==> src/rtl/id_pair_packer_pkg.sv <==
// Shared definitions for the ID pair packer: default geometry, lane
// arithmetic, FSM state encoding and the byte-enable helper.
package id_pair_packer_pkg;

    localparam int unsigned VEC_ID_WIDTH_DEF = 8;
    localparam int unsigned PAIR_WIDTH_DEF   = 2 * VEC_ID_WIDTH_DEF;
    localparam int unsigned BUS_WIDTH_DEF    = 128;
    localparam int unsigned CNT_WIDTH_DEF    = 32;

    // Pairs per output word and bytes per pair lane at the default geometry.
    localparam int unsigned PPW = BUS_WIDTH_DEF / PAIR_WIDTH_DEF;
    localparam int unsigned BPL = PAIR_WIDTH_DEF / 8;

    // Widest byte-enable vector the helper below can describe.
    localparam int unsigned KEEP_MAX = 128;

    typedef enum logic [0:0] {
        S_FILL    = 1'b0,
        S_TRAILER = 1'b1
    } state_e;

    // One pair carries two vector IDs.
    function automatic int unsigned pair_width(input int unsigned vec_id_width);
        return 2 * vec_id_width;
    endfunction

    // Byte enables for the lowest `lanes` lanes of `bytes_per_lane` bytes each.
    function automatic logic [KEEP_MAX-1:0] keep_from_lanes(
        input int unsigned lanes,
        input int unsigned bytes_per_lane
    );
        logic [KEEP_MAX-1:0] keep;
        keep = '0;
        for (int unsigned i = 0; i < KEEP_MAX; i++) begin
            keep[i] = (i < lanes * bytes_per_lane);
        end
        return keep;
    endfunction

endpackage

==> src/rtl/id_pair_packer_out_reg.sv <==
// Single-entry AXI-Stream holding register. A load is only issued while
// `free` is high, so a word being drained can be replaced in the same cycle.
// Once valid, data/keep/last stay put until the consumer takes the word.
module id_pack_out_reg #(
    parameter int unsigned DATA_W = 128,
    parameter int unsigned KEEP_W = DATA_W / 8
) (
    input  logic              clk,
    input  logic              rstn,
    input  logic              load,
    input  logic [DATA_W-1:0] load_data,
    input  logic [KEEP_W-1:0] load_keep,
    input  logic              load_last,
    output logic              free,
    output logic [DATA_W-1:0] m_tdata,
    output logic [KEEP_W-1:0] m_tkeep,
    output logic              m_tvalid,
    output logic              m_tlast,
    input  logic              m_tready
);

    logic              valid_q, valid_d;
    logic              last_q,  last_d;
    logic [DATA_W-1:0] data_q,  data_d;
    logic [KEEP_W-1:0] keep_q,  keep_d;

    // Next-state of the holding register: load wins over drain, else hold.
    always_comb begin
        valid_d = valid_q;
        last_d  = last_q;
        data_d  = data_q;
        keep_d  = keep_q;
        if (load) begin
            valid_d = 1'b1;
            last_d  = load_last;
            data_d  = load_data;
            keep_d  = load_keep;
        end else if (valid_q && m_tready) begin
            valid_d = 1'b0;
        end else begin
            valid_d = valid_q;
        end
    end

    // Holding register flops with synchronous active-low reset.
    always_ff @(posedge clk) begin
        if (!rstn) begin
            valid_q <= 1'b0;
            last_q  <= 1'b0;
            data_q  <= '0;
            keep_q  <= '0;
        end else begin
            valid_q <= valid_d;
            last_q  <= last_d;
            data_q  <= data_d;
            keep_q  <= keep_d;
        end
    end

    assign free     = !valid_q || m_tready;
    assign m_tvalid = valid_q;
    assign m_tlast  = last_q;
    assign m_tdata  = data_q;
    assign m_tkeep  = keep_q;

endmodule

==> src/rtl/id_pair_packer.sv <==
// Packs (ref ID, cmp ID) pairs from the comparator stream into BUS_WIDTH
// words. A run's last pair flushes the partial word with matching tkeep.
// Optional macro ID_PACK_TRAILER_EN appends a pair-count trailer word.
module id_pair_packer
    import id_pair_packer_pkg::*;
#(
    parameter int unsigned BUS_WIDTH    = BUS_WIDTH_DEF,
    parameter int unsigned VEC_ID_WIDTH = VEC_ID_WIDTH_DEF,
    parameter int unsigned PAIR_WIDTH   = pair_width(VEC_ID_WIDTH),
    parameter int unsigned CNT_WIDTH    = CNT_WIDTH_DEF
) (
    input  logic                   clk,
    input  logic                   rstn,
    input  logic [PAIR_WIDTH-1:0]  s_tdata,
    input  logic                   s_tvalid,
    input  logic                   s_tlast,
    output logic                   s_tready,
    output logic [BUS_WIDTH-1:0]   m_tdata,
    output logic [BUS_WIDTH/8-1:0] m_tkeep,
    output logic                   m_tvalid,
    output logic                   m_tlast,
    input  logic                   m_tready,
    output logic [CNT_WIDTH-1:0]   pair_count
);

    localparam int unsigned NUM_LANES  = BUS_WIDTH / PAIR_WIDTH;
    localparam int unsigned LANE_BYTES = PAIR_WIDTH / 8;
    localparam int unsigned KEEP_W     = BUS_WIDTH / 8;
    localparam int unsigned LANE_W     = (NUM_LANES > 1) ? $clog2(NUM_LANES) : 1;
    localparam logic [LANE_W-1:0] LAST_LANE = LANE_W'(NUM_LANES - 1);

    state_e                 state_q, state_d;
    logic [LANE_W-1:0]      lane_idx_q, lane_idx_d;
    logic [BUS_WIDTH-1:0]   acc_q, acc_d;
    logic [CNT_WIDTH-1:0]   cnt_q, cnt_d;
`ifdef ID_PACK_TRAILER_EN
    logic [CNT_WIDTH-1:0]   cnt_lat_q, cnt_lat_d;
`endif

    logic                   out_free_s;
    logic                   load_s;
    logic [BUS_WIDTH-1:0]   load_data_s;
    logic [KEEP_W-1:0]      load_keep_s;
    logic                   load_last_s;
    logic [BUS_WIDTH-1:0]   merged_s;
    logic [CNT_WIDTH-1:0]   cnt_inc_s;
    logic [KEEP_MAX-1:0]    keep_data_s;
    logic [KEEP_MAX-1:0]    keep_trl_s;
    logic                   s_tready_s;

    // Lane fill, word completion, pair counting and trailer sequencing.
    always_comb begin
        state_d     = state_q;
        lane_idx_d  = lane_idx_q;
        acc_d       = acc_q;
        cnt_d       = cnt_q;
`ifdef ID_PACK_TRAILER_EN
        cnt_lat_d   = cnt_lat_q;
`endif
        load_s      = 1'b0;
        load_data_s = '0;
        load_keep_s = '0;
        load_last_s = 1'b0;
        cnt_inc_s   = cnt_q + CNT_WIDTH'(1);
        s_tready_s  = (state_q == S_FILL) && out_free_s;

        // Lanes above lane_idx_q are always zero in the accumulator, so the
        // merged word already has its unused lanes cleared.
        merged_s = acc_q;
        merged_s[lane_idx_q * PAIR_WIDTH +: PAIR_WIDTH] = s_tdata;

        keep_data_s = keep_from_lanes(32'(lane_idx_q) + 32'd1, LANE_BYTES);
        keep_trl_s  = keep_from_lanes(32'd1, CNT_WIDTH / 8);

        case (state_q)
            S_FILL: begin
                if (s_tvalid && s_tready_s) begin
                    cnt_d = cnt_inc_s;
                    if ((lane_idx_q == LAST_LANE) || s_tlast) begin
                        load_s      = 1'b1;
                        load_data_s = merged_s;
                        load_keep_s = keep_data_s[KEEP_W-1:0];
                        acc_d       = '0;
                        lane_idx_d  = '0;
                        if (s_tlast) begin
                            cnt_d = '0;
`ifdef ID_PACK_TRAILER_EN
                            cnt_lat_d   = cnt_inc_s;
                            load_last_s = 1'b0;
                            state_d     = S_TRAILER;
`else
                            load_last_s = 1'b1;
`endif
                        end else begin
                            load_last_s = 1'b0;
                        end
                    end else begin
                        acc_d      = merged_s;
                        lane_idx_d = lane_idx_q + LANE_W'(1);
                    end
                end else begin
                    state_d = S_FILL;
                end
            end
`ifdef ID_PACK_TRAILER_EN
            S_TRAILER: begin
                if (out_free_s) begin
                    load_s      = 1'b1;
                    load_data_s[CNT_WIDTH-1:0] = cnt_lat_q;
                    load_keep_s = keep_trl_s[KEEP_W-1:0];
                    load_last_s = 1'b1;
                    state_d     = S_FILL;
                end else begin
                    state_d = S_TRAILER;
                end
            end
`endif
            default: begin
                state_d = S_FILL;
            end
        endcase
    end

    // Packer state flops with synchronous active-low reset.
    always_ff @(posedge clk) begin
        if (!rstn) begin
            state_q    <= S_FILL;
            lane_idx_q <= '0;
            acc_q      <= '0;
            cnt_q      <= '0;
`ifdef ID_PACK_TRAILER_EN
            cnt_lat_q  <= '0;
`endif
        end else begin
            state_q    <= state_d;
            lane_idx_q <= lane_idx_d;
            acc_q      <= acc_d;
            cnt_q      <= cnt_d;
`ifdef ID_PACK_TRAILER_EN
            cnt_lat_q  <= cnt_lat_d;
`endif
        end
    end

    id_pack_out_reg #(
        .DATA_W (BUS_WIDTH),
        .KEEP_W (KEEP_W)
    ) u_out_reg (
        .clk       (clk),
        .rstn      (rstn),
        .load      (load_s),
        .load_data (load_data_s),
        .load_keep (load_keep_s),
        .load_last (load_last_s),
        .free      (out_free_s),
        .m_tdata   (m_tdata),
        .m_tkeep   (m_tkeep),
        .m_tvalid  (m_tvalid),
        .m_tlast   (m_tlast),
        .m_tready  (m_tready)
    );

    assign s_tready   = s_tready_s;
    assign pair_count = cnt_q;

endmodule

==> config.mk <==
export PLATFORM = sky130hd
export DESIGN_NAME = id_pair_packer
export DESIGN_NICKNAME = d
export VERILOG_FILES = /design/src/rtl/id_pair_packer_pkg.sv /design/src/rtl/id_pair_packer_out_reg.sv /design/src/rtl/id_pair_packer.sv
export SDC_FILE = /design/constraint.sdc
export NUM_CORES = 1
export LEC_CHECK = 0
export ABC_AREA = 1
export BUFFER_PORTS_ARGS = -buffer_cell sky130_fd_sc_hd__buf_4
export CAP_MARGIN = 20
export CORE_UTILIZATION = 60
export CTS_BUF_LIST = sky130_fd_sc_hd__clkbuf_4 sky130_fd_sc_hd__clkbuf_8
export DETAILED_ROUTE_END_ITERATION = 10
export PLACE_DENSITY = 0.84
export SLEW_MARGIN = 5
export SYNTH_ARGS = -nofsm -noshare
export SYNTH_HDL_FRONTEND = slang
export SYNTH_SLANG_ARGS = --single-unit
==> constraint.sdc <==
create_clock -name clk -period 4 [get_ports clk]
set_input_delay 0.2 -clock clk [delete_from_list [all_inputs] [get_ports clk]]
set_output_delay 0.2 -clock clk [all_outputs]
set_load 0.005 [all_outputs]
==> reports/metrics.yaml <==
final_layout:
  final_area_um2: 15600
  ff_latch_area_um2: 6030
  multi_input_area_um2: 5750
  syn_to_final_growth_pct: 18.6
  fin_nets: 1982
  fillers: 1661
  finish.utilization: 0.733
  fin_cells: 2262
  diodes: 0
  drive_gt1_frac: 0.167
floorplanning:
  num_rows: 53
  die_h_um: 150
  die_x_um: 150
  die_area_um2: 22400
  io_pins: 200
  start_util: 0.618
  core_area_um2: 21200
global_route:
  grt_max_degree: 178
  grt_overflow: 0
  antenna_found_initial: 1
  grt_pass1_vias: 11400
  grt_pass1_wl_mm: 56.4
  grt_usage: 0.314
synth:
  synth_top_area_cell: "dfxtp_1"
  synthCells: 1816
  syn_nets: 1845
  yosysWarnings: 0
  synth_seq_area_share: 0.460
  synth_area_um2: 13100
  synth_edf_count: 0
  synthFlopType: "dfxtp_1"
  async_flop_share: 0
  synthMostInstantiatedCell: "nand2_1"
  synth_top_cell_area_share: 0.460
  synthTopCellsByArea: "dfxtp_1 (46%), nand2_1 (13%), o21ai_0 (6.1%)"
  synth.distinct_cells: 34
  synth_common_cells: "nand2_1 (469), dfxtp_1 (301), inv_1 (203)"
  syn_area_per_cell_um2: 7.22
  ys_ff_latch: 301
power:
  total_power_w: 0.00652
  power_density_nw_per_um2: 419
  vdd_ir_drop_max_mv: 0.262
  leakagePower_nw: 6.85
setup_path:
  worstSetupEndpointType: "register"
  crit_family: "simple AND/OR/NAND/NOR gates"
  crit_type: "register to register"
  cp.required_ns: 4.47
  max_stage_delay_ns: 0.65
  cp.arrival_ns: 3.54
  cp-start-kind: "register"
  worst-path-buf-inv: 2
  crit_chain: "inv_4 > ha_1 > ha_1 > nand3_1 > inv_1 > or2_2 > nand3_1 > a21oi_1"
  crit_slowest_cell: "dfxtp_1"
  crit_fanout: 22
cts:
  clock_latency_ns: 0.56
  cts_buffer_depth: 3
  cts-htree-levels: 2
  cts_sinks: 301
  ctsResizeCount: 0
  clk_pin_slew_ns: 0.06
  clock-root-buffer: "clkbuf_8"
  tritoncts: "yes"
  cts_buffers: 47
placement:
  gp_congestion: 0.862
  place_area_um2: 14500
  dp.cells: 2178
  dp_hpwl_mm: 22.7
  io_buffers: 199
timing:
  skew_ns: 0.0140
  tightest_slew_ns: 0.943
  maxSlewHeadroom: 0.371
  grt_setup_unrepaired: "no"
  period_share: 0.767
  timing.fmax_mhz: 326
  finalSetupViolations: 0
  slew_violations: 0
  post-route-min-period_ns: 3.07
  hold_viol: 0
  finalSetupTns_ns: 0
hold_path:
  worstHoldPathType: "input port to register"
routing:
  detail_route.wl_per_cell_um: 15.9
  vias_per_cell: 5.58
  via_count: 12600
  drt-initial-drc-count: 1105
  drtAntennaViolNets: 0
  drcViolationCount: 0
  wirelength_mm: 35.9
  drt-pass1-iter-count: 6
job:
  cap_viol_max_count: 0
outcome:
  status: "complete, no violations"
-- worst min-delay path, cell delays in order --
cell and delay [ns]:
buf_4 0.07, inv_1 0.04, nand2_1 0.14, a21oi_1 0.09
-- cell usage in the layout, fill, tap and decap left out, types with 59 or more instances in the layout --
master    netlist  final
buf_4          10    209
nand2_1       469    468
o21ai_0       159    159
o21bai_1       76     76
dfxtp_1       301    301
clkbuf_8        0     59
o21ai_1        76     76
nor2_1         94     94
inv_1         203    201
a21oi_1       158    158
-- path summary, 6_finish.rpt --
| path | from | endpoint | slack [ns] | depth (start not counted) |
|---|---|---|---|---|
| worst min-delay path | m_tready | u_out_reg.m_tvalid | 0.06 | 4 |
| worst max-delay path | lane_idx_q[0] | acc_q[25] | 0.93 | 8 |
| worst max register to register | lane_idx_q[0] | acc_q[25] | 0.93 | 8 |
| worst min register to register | acc_q[9] | acc_q[9] | 0.46 | 2 |
-- where the power goes --
group	internal, W	switching (W)
combinational	0.000238	0.000390
clock	0.00156	0.00117
sequential	0.00309	0.0000655
total	0.00489	0.00162
-- routing by layer --
layer	wire length, µm	GRT usage	up-vias
li1	-	-	6143
met5	16	0	-
met3	3480	0.0646	103
met1	14700	0.408	5780
met4	1470	0.159	2
met2	16200	0.494	600
-- kinds of logic (layout without fill, tap and decap cells) --
kind of cell,Yosys count,count (layout),synth area share
adder cells (fa/ha/maj),8,8,0.00763
flip-flops,301,301,0.460
multiplexers,1,1,0.000763
buffers and inverters,333,504,0.103
AO/OA/AOI/OAI,549,549,0.238
AND/OR/NAND/NOR,624,624,0.191
-- state kept, by name (all words and copies together), names as in the netlist --
| register | cells |
|---|---|
| acc_q | 128 |
| lane_idx_q | 3 |
| pair_count | 32 |
| u_out_reg.m_tdata | 128 |
| u_out_reg.m_tkeep | 8 |
| u_out_reg.m_tlast | 1 |
| u_out_reg.m_tvalid | 1 |
-- final cells by class --
| class | count | area share |
|---|---|---|
| Sequential cell | 301 | 0.387 |
| Clock inverter | 5 | 0.00322 |
| Clock buffer | 78 | 0.0614 |
| Inverter | 208 | 0.0505 |
| Tap cell | 275 | 0.0221 |
| Timing Repair Buffer | 213 | 0.106 |
| Multi-Input combinational cell | 1182 | 0.369 |
-- what timing repair did --
item	CTS	global route
hold buffers	1	0
hold endpoints to repair	1	0
setup buffers	0	0
-- per-stage QoR --
step / setup slack, ns / hold slack, ns
6_report: 0.934 / 0.0610
5_1_grt: 0.689 / 0.0854
4_1_cts: 0.990 / 0.0388
3_5_place_dp: 1.07 / 0.455
3_3_place_gp: 1.13 / 0.447
2_1_floorplan: 1.89 / 0.369
No activity file was read; power rests on OpenSTA's default activity.
